$ cat src/rtl/axi_stream_header_arbiter.sv
// axi_stream_header_arbiter: round-robin sharing of one header-insert
// datapath between NUM_SRC sources. The grant is held from header
// acceptance until the inserter output reports the packet's last beat.
module axi_stream_header_arbiter #(
  parameter int DATA_WD      = 32,
  parameter int DATA_BYTE_WD = DATA_WD / 8,
  parameter int BYTE_CNT_WD  = $clog2(DATA_BYTE_WD),
  parameter int NUM_SRC      = 4,
  parameter int SRC_ID_WD    = $clog2(NUM_SRC)
) (
  input  logic                              clk,
  input  logic                              rst_n,

  input  logic [NUM_SRC-1:0]                s_valid_in,
  input  logic [NUM_SRC*DATA_WD-1:0]        s_data_in,
  input  logic [NUM_SRC*DATA_BYTE_WD-1:0]   s_keep_in,
  input  logic [NUM_SRC-1:0]                s_last_in,
  output logic [NUM_SRC-1:0]                s_ready_in,

  input  logic [NUM_SRC-1:0]                s_valid_insert,
  input  logic [NUM_SRC*DATA_WD-1:0]        s_data_insert,
  input  logic [NUM_SRC*DATA_BYTE_WD-1:0]   s_keep_insert,
  input  logic [NUM_SRC*BYTE_CNT_WD-1:0]    s_byte_insert_cnt,
  output logic [NUM_SRC-1:0]                s_ready_insert,

  output logic                              m_valid_in,
  output logic [DATA_WD-1:0]                m_data_in,
  output logic [DATA_BYTE_WD-1:0]           m_keep_in,
  output logic                              m_last_in,
  input  logic                              m_ready_in,

  output logic                              m_valid_insert,
  output logic [DATA_WD-1:0]                m_data_insert,
  output logic [DATA_BYTE_WD-1:0]           m_keep_insert,
  output logic [BYTE_CNT_WD-1:0]            m_byte_insert_cnt,
  input  logic                              m_ready_insert,

  input  logic                              mon_valid_out,
  input  logic                              mon_ready_out,
  input  logic                              mon_last_out,

  output logic [SRC_ID_WD-1:0]              grant_id,
  output logic                              busy,
  output logic                              proto_err
);

  localparam int unsigned NSRC = NUM_SRC;

  typedef enum logic [1:0] {
    IDLE  = 2'd0,
    HDR   = 2'd1,
    DATA  = 2'd2,
    DRAIN = 2'd3
  } state_e;

  state_e                 state_q, state_d;
  logic [SRC_ID_WD-1:0]   grant_q, grant_d;
  logic [SRC_ID_WD-1:0]   rr_ptr_q, rr_ptr_d;
  logic                   proto_err_q, proto_err_d;

  logic [DATA_WD-1:0]      src_data     [NUM_SRC];
  logic [DATA_BYTE_WD-1:0] src_keep     [NUM_SRC];
  logic [DATA_WD-1:0]      src_hdr      [NUM_SRC];
  logic [DATA_BYTE_WD-1:0] src_hdr_keep [NUM_SRC];
  logic [BYTE_CNT_WD-1:0]  src_hdr_cnt  [NUM_SRC];

  logic                   req_found;
  logic [SRC_ID_WD-1:0]   req_idx;
  logic [SRC_ID_WD-1:0]   cand;
  logic                   mon_last_hs;
  logic                   in_last_hs;

  for (genvar gi = 0; gi < NUM_SRC; gi++) begin : g_unpack
    assign src_data[gi]     = s_data_in[gi*DATA_WD +: DATA_WD];
    assign src_keep[gi]     = s_keep_in[gi*DATA_BYTE_WD +: DATA_BYTE_WD];
    assign src_hdr[gi]      = s_data_insert[gi*DATA_WD +: DATA_WD];
    assign src_hdr_keep[gi] = s_keep_insert[gi*DATA_BYTE_WD +: DATA_BYTE_WD];
    assign src_hdr_cnt[gi]  = s_byte_insert_cnt[gi*BYTE_CNT_WD +: BYTE_CNT_WD];
  end

  // Scan starts one past the last completed source so it ends up last in line.
  always_comb begin
    req_found = 1'b0;
    req_idx   = '0;
    cand      = '0;
    for (int unsigned k = 1; k <= NSRC; k++) begin
      cand = SRC_ID_WD'((32'(rr_ptr_q) + k) % NSRC);
      if (!req_found && s_valid_insert[cand]) begin
        req_found = 1'b1;
        req_idx   = cand;
      end
    end
  end

  always_comb begin
    s_ready_in        = '0;
    s_ready_insert    = '0;
    m_valid_in        = 1'b0;
    m_data_in         = '0;
    m_keep_in         = '0;
    m_last_in         = 1'b0;
    m_valid_insert    = 1'b0;
    m_data_insert     = '0;
    m_keep_insert     = '0;
    m_byte_insert_cnt = '0;
    unique case (state_q)
      HDR: begin
        m_valid_insert          = s_valid_insert[grant_q];
        s_ready_insert[grant_q] = m_ready_insert;
      end
      DATA: begin
        m_valid_in          = s_valid_in[grant_q];
        s_ready_in[grant_q] = m_ready_in;
        m_last_in           = s_last_in[grant_q] & s_valid_in[grant_q];
      end
      default: ;
    endcase
    if (m_valid_insert) begin
      m_data_insert     = src_hdr[grant_q];
      m_keep_insert     = src_hdr_keep[grant_q];
      m_byte_insert_cnt = src_hdr_cnt[grant_q];
    end
    if (m_valid_in) begin
      m_data_in = src_data[grant_q];
      m_keep_in = src_keep[grant_q];
    end
  end

  assign mon_last_hs = mon_valid_out & mon_ready_out & mon_last_out;
  assign in_last_hs  = m_valid_in & m_ready_in & m_last_in;

  always_comb begin
    state_d     = state_q;
    grant_d     = grant_q;
    rr_ptr_d    = rr_ptr_q;
    proto_err_d = proto_err_q;
    unique case (state_q)
      IDLE: begin
        if (mon_last_hs) proto_err_d = 1'b1;
        if (req_found) begin
          state_d = HDR;
          grant_d = req_idx;
        end
      end
      HDR: begin
        if (mon_last_hs) proto_err_d = 1'b1;
        if (m_valid_insert && m_ready_insert) state_d = DATA;
      end
      DATA: begin
        if (in_last_hs) begin
          if (mon_last_hs) begin
            state_d  = IDLE;
            rr_ptr_d = grant_q;
          end else begin
            state_d = DRAIN;
          end
        end else if (mon_last_hs) begin
          proto_err_d = 1'b1;
        end
      end
      DRAIN: begin
        if (mon_last_hs) begin
          state_d  = IDLE;
          rr_ptr_d = grant_q;
        end
      end
      default: state_d = IDLE;
    endcase
  end

  always_ff @(posedge clk or negedge rst_n) begin
    if (!rst_n) begin
      state_q     <= IDLE;
      grant_q     <= '0;
      rr_ptr_q    <= SRC_ID_WD'(NUM_SRC - 1);
      proto_err_q <= 1'b0;
    end else begin
      state_q     <= state_d;
      grant_q     <= grant_d;
      rr_ptr_q    <= rr_ptr_d;
      proto_err_q <= proto_err_d;
    end
  end

  assign grant_id  = grant_q;
  assign busy      = (state_q != IDLE);
  assign proto_err = proto_err_q;

endmodule
$ cat config.mk
export PLATFORM = sky130hd
export DESIGN_NAME = axi_stream_header_arbiter
export DESIGN_NICKNAME = d
export VERILOG_FILES = /design/src/rtl/axi_stream_header_arbiter.sv
export SDC_FILE = /design/constraint.sdc
export NUM_CORES = 1
export LEC_CHECK = 0
export CORE_AREA = 2 2 156 158
export DETAILED_ROUTE_END_ITERATION = 7
export DIE_AREA = 0 0 158 160
export GPL_ROUTABILITY_DRIVEN = 0
export PLACE_DENSITY = 0.54
export SLEW_MARGIN = 30
export SYNTH_ARGS = -nofsm -noshare
export SYNTH_HDL_FRONTEND = slang
export SYNTH_SLANG_ARGS = --single-unit
$ cat constraint.sdc
create_clock -name clk -period 1.6 [get_ports clk]
set_input_delay 0.16 -clock clk [delete_from_list [all_inputs] [get_ports clk]]
set_output_delay 0.16 -clock clk [all_outputs]
set_load 0.005 [all_outputs]
# --- Word level (Yosys, flattened, before mapping) ---
# Index checks and enable logic that the tools add are counted.
word_totals:
  input_bits: 315
  word_cells: 109
  output_inout_bits: 89
  regBits: 7
op_classes:
  reduce_logical: 17
  magnitude_cmp: 7
  add_sub_neg: 4
  muxes: 61
  bitwise_logic: 8
  n_eq_ne: 8
op_table:
  columns: ["cell", "count"]
  rows:
  - ["$mux 32", 6]
  - ["$bmux 32 s2", 2]
  - ["$mux 4", 8]
  - ["$mux 2", 14]
  - ["$mux 1", 17]
  - ["$bmux 4 s2", 2]
  - ["$lt 2x3->1 const B", 5]
  - ["$bmux 1 s2", 7]
  - ["$ne 2x2->1 const B", 5]
  - ["$and 4x4->4", 2]
  - ["$pmux 2 s4", 1]
  - ["$reduce_and 2->1", 3]
  - ["$reduce_bool 2->1", 3]
  - ["$and 1x1->1", 5]
  - ["$logic_and 1x1->1", 5]
  - ["$add 2x1->2 const B", 2]
  - ["$add 2x2->2 const B", 2]
  - ["$bmux 2 s2", 1]
  - ["$eq 2x2->1 const B", 2]
  - ["$pmux 2 s2", 1]
  - ["$reduce_and 4->1", 1]
  - ["$ge 3x3->1 const B", 1]
  - ["$logic_not 1->1", 3]
  - ["$not 2->3", 1]
  - ["6 further kinds", 6]

# --- Depth between registers and ports, before layout ---
# Gate-level depths: netlist (run 1).
logic_depth:
  ltp_word: 15
  ltp_mapped: 5
  ltp_nobuf: 4

# --- Worst setup path after synthesis (run 1) ---
# OpenSTA, ideal clock, no wires.
synth_path:
  path_kind: "register to output"
  startpoint: "reg grant_q[0], in the netlist grant_id[0]"
  endpoint: "out m_byte_insert_cnt[0]"
  path_buffers: 2
  setup_slack_ns: -0.112
  t_arrival_ns: 1.552
  t_required_ns: 1.440
  stages_incl_launch_ff: 5
  path_cell_list: "dfrtp_1 buf_2 buf_4 mux4_2 and3_1"
synth_between:
  elab_chain_len: 5
  word_cells_on_any_way: 8
  cone_classes: "mux (7); bitwise (1)"
synth_lines:
  columns: ["item", "line_no", "rtl"]
  rows:
  - ["from (decl)", "57", "logic [SRC_ID_WD-1:0] grant_q, grant_d;"]
  - ["from (signal assigned)", "179", "grant_q <= grant_d;"]
  - ["$not 2->3 (not written as such)", "121", "m_byte_insert_cnt = src_hdr_cnt[grant_q];"]
  - ["$bmux 2 s2", "121", null]
  - ["$mux 2 (not written as such) (2 in a row)", "121", null]
  - ["$mux 2 *", "118", "if (m_valid_insert) begin"]
  - ["to (decl)", "35", "output logic [BYTE_CNT_WD-1:0] m_byte_insert_cnt,"]
# Every way passes the cells marked *; elsewhere a longest branch is shown, timed or not. The select of a mux whose other input is x is not followed.

# --- Final worst setup path (run 1) ---
layout_path:
  startpoint: "reg grant_q[0], in the netlist grant_id[0]"
  endpoint: "reg rr_ptr_q[1]"
layout_between:
  elab_chain_len: 7
  word_cells_on_any_way: 11
  cone_classes: "eq/ne (1); mux (6); bitwise (3); reduce/logical (1)"
layout_lines:
  columns: ["item", "line_no", "rtl"]
  rows:
  - ["$bmux 1 s2 (on tied branches)", "112, 114", null]
  - ["$mux 1 (on tied branches)", "112, 114", null]
  - ["$mux 1 or $and 1x1->1 (tied branches)", "106, 114", null]
  - ["$and 1x1->1 or $mux 1 (tied branches)", "130, 106", null]
  - ["$and 1x1->1 *", "130", "assign in_last_hs = m_valid_in & m_ready_in & m_last_in;"]
  - ["$ne 2x2->1 (no line) *", null, null]
  - ["$reduce_and 2->1 (no line) *", null, null]
  - ["to (signal assigned)", "175", "rr_ptr_q <= SRC_ID_WD'(NUM_SRC - 1);"]
  - ["to (signal assigned)", "180", "rr_ptr_q <= rr_ptr_d;"]
  - ["to (decl)", "58", "logic [SRC_ID_WD-1:0] rr_ptr_q, rr_ptr_d;"]
# Marked as above.
# A chain may end at the register's enable or synchronous reset.

==> impl_results.rst, run 1 <==
.. list-table::
   :header-rows: 1

   * - Metric
     - Value
   * - Worst vdd rail ir drop
     - 0.00107 V
   * - Data required time of the critical path
     - 1.75 ns
   * - Synthesis Warnings
     - 0
   * - Clock Pin Slew Worst Setup and Hold Paths
     - around 0.040 ns
   * - Antenna violations before repair
     - 3
   * - Flops & latches, synth
     - 7
   * - Setup_tns
     - -42.27 ns
   * - Average footprint of a synthesized cell
     - 11.6 sq um
   * - Sequential cell area fraction in the yosys report
     - 0.0623
   * - Routed length per placed instance
     - approximately 22 um
   * - CP max FO
     - 6
   * - Total global routing track utilization
     - 0.160
   * - DRC errors left
     - 0
   * - Final std cell area, no fill
     - 9090 sq um
   * - Y dimension of the die
     - 160 um
   * - Startpoint class of the critical path
     - flip-flop
   * - Kind of end point of the critical path
     - flip-flop
   * - Slew at the pin closest to its max-slew limit
     - around 0.35 ns
   * - Distinct cell type count of the synthesized netlist
     - 24
   * - Clock Tree Buf Depth
     - 2
   * - Shortest period the worst path allows
     - 2.19 ns
   * - Failing checks
     - negative setup slack
   * - Hold Worst Slack
     - between 0.2 and 0.25 ns
   * - Final hold violation count
     - 0
   * - Number of cells on the worst reg-to-reg path
     - 8
   * - Largest area contributor in the netlist
     - mux4_2
   * - I/O pin count
     - slightly above 400
   * - Clock latency reported for the late side of the worst-skew pair
     - 0.23 ns
   * - Number of buffers inserted during clock tree synthesis
     - 3
   * - Max-cap viol count
     - 0
   * - Power Dens Cells
     - 1310 nW/um^2
   * - Via count
     - 4515
   * - Number of DRC markers after the initial detailed-route iteration
     - approximately 180
   * - Clock Skews
     - 0.00372 ns
   * - Starting Density
     - 0.120
   * - Critical path data arrival time
     - 2.34 ns
   * - First-pass DRT Iterations
     - 4
   * - Worst setup path class
     - reg2reg
   * - Synthesized netlist cell count
     - 245
   * - Num rows
     - 57
   * - RSZ-0062 raised after global routing
     - yes
   * - Peak clock frequency supported by timing
     - between 400 and 500 MHz
   * - Antenna Violating Nets Remaining
     - 0
   * - Final Core Density
     - 0.382
   * - Pins over their slew limit
     - 0
   * - Hold/Removal Path Class
     - in2async
   * - Outcome
     - finished with violations
   * - R2r endpoint
     - rr_ptr_q[1]
   * - Area of the core
     - between 20000 and 25000 sq um
   * - Slew Limit Headroom
     - 0.763
   * - Detailed-placement wirelength estimate
     - 16000 um
   * - Post-synthesis cell area
     - 2850 sq um
   * - Placed Instance Area
     - 7450 sq um
   * - CTS tree
     - yes
   * - Clock Tree Root
     - clkbuf_16
   * - Global-route wire length before repair
     - between 30000 and 40000 um
   * - Routed Wire Length
     - 22900 um
   * - Leak
     - 3.67 nW
   * - Synth Net Count
     - 560
   * - Pin count of the biggest net entering global routing
     - 41
   * - Area overhead of the layout relative to synthesis
     - 219%
   * - H-tree depth
     - 1
   * - Final Cycle Share
     - 1.37
   * - Pre-CTS setup slack
     - -0.580 ns
   * - Average vias per placed instance
     - 4.27
   * - Die X
     - roughly 160 um
   * - Worst reg2reg path startpoint
     - grant_id[0]
   * - Final setup violation count
     - 90
   * - Global route total overflow
     - 0
   * - Register-to-register path setup slack
     - -0.59 ns
   * - Cell types occupying the most area after synthesis
     - mux4_2, and3_1, dfrtp_1
   * - Share of layout cells above drive strength 1
     - 0.501
   * - Post-layout net count
     - 1048
   * - Vias in the first global route
     - 4718
   * - PortBufs
     - 403
   * - Final setup slack of the worst path
     - -0.591 ns
   * - Die area
     - 25300 sq um
   * - Yosys top cell area share
     - 0.608
   * - Clock Sink Count
     - 7
## state kept, by name, summed over array words and instances (netlist names)
signal / cells
rr_ptr_q: 2
grant_id: 2
state_q: 2
proto_err: 1
## per-layer routing
metal,track usage,vias to the layer above,share of wire
met5,0,-,0.00048
met2,0.292,223,0.51
li1,-,2024,-
met1,0.194,2252,0.40
met4,0.0188,2,0.0076
met3,0.0374,14,0.077
## layout make-up
| cell class | instances | area (sq um) |
|---|---|---|
| diodes | 2 | 5.00 |
| fillers | 2381 | 14700 |
| clock buffers | 4 | 78.8 |
| multi-input cells | 200 | 2890 |
| flip-flops and latches | 7 | 185 |
| repair buffers | 517 | 5510 |
| well taps | 324 | 405 |
| inverters | 4 | 15.0 |
## Yosys cell counts (all sizes together)
cell type / n
a21o: 2
a21oi: 3
a31oi: 2
and3: 77
buf: 18
clkbuf: 16
dfrtp: 5
dfstp: 2
inv: 4
mux2: 4
mux2i: 1
mux4: 77
nand2: 7
nand2b: 6
nand3: 3
nor2: 10
nor2b: 3
nor3: 2
o21ai: 2
o221ai: 1
## placed cells by master (no fill, tap or decap), types with 2 or more instances in the layout
master             n
buf_2             18
nand2_1            4
buf_12            17
nor2_2             5
clkdlybuf4s50_1  315
a21oi_1            3
dfrtp_1            3
dfstp_2            2
mux4_2            77
nand2b_1           4
buf_16            11
clkbuf_16          7
inv_1              3
o21ai_0            2
nand3_1            3
buf_4             32
a21o_1             2
nand2b_4           2
mux2_2             2
buf_6             91
diode_2            2
mux2_4             2
clkbuf_2          16
nand2_4            2
clkdlybuf4s15_1    2
nor3_2             2
and3_4            64
dfrtp_4            2
and3_1            13
nor2_1             4
buf_8              9
## per-stage QoR
step,power [mW],cells
floorplan,4.18,245
global placement,7.30,961
detailed placement,7.30,961
CTS,9.73,1004
global route,12.6,1058
finish,11.9,1058
## critical path, stage by stage (launching register included)
cell,delay [ns]
dfrtp_4,0.52
buf_12,0.15
buf_16,0.13
buf_6,0.11
mux4_2,0.44
buf_6,0.14
a31oi_4,0.24
nor2_4,0.08
mux2_4,0.30
## logic make-up (layout without fill, tap and decap cells)
| logic type | after synthesis | count (layout) | synth area share |
|---|---|---|---|
| AOI/OAI and AO/OA | 10 | 10 | 0.0268 |
| other | 0 | 2 | 0 |
| DFF | 7 | 7 | 0.0623 |
| muxes | 82 | 82 | 0.630 |
| and+or+nand+nor | 108 | 108 | 0.220 |
| buffers and inverters | 38 | 525 | 0.0606 |
## worst max-delay path by stage
stage	slack, ns	from	end
2_1_floorplan	-0.04	grant_id[0]	m_data_in[0]
4_1_cts	-0.79	grant_id[0]	m_data_in[31]
3_3_place_gp	-0.56	grant_id[1]	m_data_in[31]
5_1_grt	-0.65	grant_id[0]	rr_ptr_q[0]
6_report	-0.59	grant_id[0]	rr_ptr_q[1]
3_5_place_dp	-0.58	grant_id[0]	m_data_in[0]
## power breakdown
group | leakage, nW | total, mW | internal (mW) | switching (mW)
combinational | 3.56 | 11.1 | 7.08 | 3.97
clock | 0.0382 | 0.435 | 0.332 | 0.103
sequential | 0.0727 | 0.399 | 0.290 | 0.109
total | 3.67 | 11.9 | 7.70 | 4.18
## repair_timing
item,4_1_cts,5_1_grt
pin swaps,24,52
hold endpoints to repair,0,0
resized for setup,267,253
endpoints found under the setup margin,93,92
gates cloned,10,5
setup buffers,30,54
hold buffers,0,0
No activity file was read; power rests on OpenSTA's default activity.
==> inputs of run 2 (changes only) <==
Settings changed: DONT_BUFFER_PORTS set to 1, PLACE_DENSITY 0.54 to 0.31.
==> run 2 against run 1 <==
  * Via count shrank 40%
  * Non-clock buffer count decreased by 482
  * The run still ends with negative setup slack left
  * Die area stayed put
  * First-iteration DRC count decreased by 1.6%
  * Clock-buffer cell count unchanged
  * Critical path depth is 3 lower
  * Critical endpoint is now m_data_insert[30]
  * Clock power rose by 2%
==> impl_results.rst, run 2 (synthesized netlist as in run 1, its figures left out) <==
.. list-table::
   :header-rows: 1

   * - Metric
     - Value
   * - Area occupied by multi-input gates
     - 2890 sq um
   * - Final hold violation count
     - 0
   * - I/O pin count
     - 404
   * - CTS tree
     - yes
   * - Outcome
     - finished with violations
   * - Slew Limit Headroom
     - 0.732
   * - Starting Density
     - 0.120
   * - Clock Skews
     - roughly 0.0045 ns
   * - Hold Worst Slack
     - just under 0.08 ns
   * - Peak clock frequency supported by timing
     - around 500 MHz
   * - Average vias per placed instance
     - 4.70
   * - Clock Tree Buf Depth
     - 2
   * - Post-layout net count
     - 566
   * - Kind of end point of the critical path
     - primary output
   * - Routed length per placed instance
     - 28.5 um
   * - Register-to-register path setup slack
     - -0.35 ns
   * - Clock Tree Root
     - clkbuf_16
   * - Post-route non-filler standard cell count
     - 574
   * - H-tree depth
     - 1
   * - RSZ-0062 raised after global routing
     - yes
   * - Number of buffers inserted during clock tree synthesis
     - 3
   * - Clock Sink Count
     - 7
   * - PortBufs
     - 0
   * - Failing checks
     - negative setup slack
   * - Slew at the pin closest to its max-slew limit
     - 0.402 ns
   * - Share of layout cells above drive strength 1
     - 0.796
   * - Number of antenna diodes
     - 0
   * - Final Cycle Share
     - 1.25
   * - Final setup violation count
     - 90
   * - Startpoint class of the critical path
     - flip-flop
   * - CP max FO
     - 40
   * - Via count
     - 2699
   * - Worst setup path class
     - reg2out
   * - Power Dens Cells
     - 1810 nW/um^2
   * - FF/Latch Area
     - 186 sq um
   * - Max-cap viol count
     - 0
   * - Number of DRC markers after the initial detailed-route iteration
     - 180
   * - Global-route wire length before repair
     - about 22000 um
   * - Hold/Removal Path Class
     - in2reg
   * - Antenna violations before repair
     - 1
   * - Final setup slack of the worst path
     - -0.393 ns
   * - Worst vdd rail ir drop
     - ~0.0012 V
   * - Area overhead of the layout relative to synthesis
     - 47.5%
   * - Area of the core
     - between 20000 and 25000 sq um
   * - Die area
     - 25300 sq um
   * - Antenna Violating Nets Remaining
     - 0
   * - Detailed-placement wirelength estimate
     - 11800 um
   * - Highest-count cells in the layout ignoring fill and taps
     - mux4_2, and3_4, and3_1
   * - Y dimension of the die
     - approximately 160 um
   * - Leak
     - 1.45 nW
   * - Die X
     - 158 um
   * - Most common cell after layout, fill and taps aside
     - mux4_2
   * - Total global routing track utilization
     - 0.118
   * - Vias in the first global route
     - 2931
   * - Clock Pin Slew Worst Setup and Hold Paths
     - 0.04 ns
   * - Overall power of the completed layout
     - 7.61 mW
   * - First-pass DRT Iterations
     - 4
   * - Clock latency reported for the late side of the worst-skew pair
     - ~0.24 ns
   * - Placed instance count
     - 546
   * - Num rows
     - between 50 and 60
   * - Setup_tns
     - -30.71 ns
   * - Critical path data arrival time
     - 1.83 ns
   * - Pin count of the biggest net entering global routing
     - 41
   * - Shortest period the worst path allows
     - 1.99 ns
   * - Number of filler instances in the final layout
     - 2628
   * - DRC errors left
     - 0
   * - Pins over their slew limit
     - 0
   * - Global route total overflow
     - 0
   * - Routed Wire Length
     - 16400 um
   * - Data required time of the critical path
     - 1.44 ns
-- run 2: cell count changes in the layout (fill, tap and decap cells not counted), moves of 7 or more --
cell / change
buf_2: -18
buf_8: -8
and3_1: +7
buf_12: -8
buf_6: -84
clkdlybuf4s50_1: -315
and3_4: -7
clkbuf_2: -16
buf_4: -26
-- run 2: routing by layer --
metal | wire length [um] | global-route usage | vias to the layer above
li1 | - | - | 1057
met1 | 6590 | 0.154 | 1393
met2 | 8120 | 0.203 | 240
met3 | 1570 | 0.0282 | 9
met4 | 89 | 0.0123 | 0
met5 | 0 | 0 | -
-- run 2: layout make-up --
cell class,instances,share of cell area
clock buffers,4,0.0187
inverters,4,0.00357
multi-input cells,200,0.688
well taps,324,0.0964
repair buffers,35,0.149
flip-flops and latches,7,0.0443
-- run 2: worst max-delay path: stages, from the launching register on --
cell and delay [ns]:
dfrtp_4 0.50, buf_12 0.16, buf_16 0.16, mux4_2 0.32, buf_12 0.18, and3_1 0.22
-- run 2: power by group --
group	switching, mW	internal, mW	total, mW
Sequential	0.156	0.293	0.450
Combinational	2.98	3.73	6.71
Clock	0.110	0.333	0.443
Total	3.25	4.36	7.61
-- run 2: path summary, 6_finish.rpt --
path                                     start                 to  depth (start not counted)
min in group asynchronous                rst_n        grant_id[0]                          1
worst min register to register       proto_err          proto_err                          1
worst max-delay path               grant_id[0]  m_data_insert[30]                          5
worst min-delay path            m_ready_insert         state_q[1]                          2
max in group asynchronous                rst_n        rr_ptr_q[1]                          1
worst max register to register     grant_id[0]        rr_ptr_q[1]                          6
-- run 2: through the flow --
stage / setup slack [ns] / area [sq um] / utilization
floorplan: -0.0372 / 2900 / -
global placement: -0.175 / 3280 / 0.138
detailed placement: -0.208 / 3280 / 0.138
CTS: -0.388 / 4080 / 0.171
global route: -0.429 / 4210 / 0.177
finish: -0.393 / 4210 / 0.177
-- run 2: what timing repair did --
action / CTS / global route
cloned: 7 / 2
pin swaps: 11 / 3
hold buffers: 1 / 0
endpoints found under the setup margin: 86 / 91
hold endpoints to repair: 7 / 0
buffers inserted: 14 / 0
gates resized for setup: 88 / 15
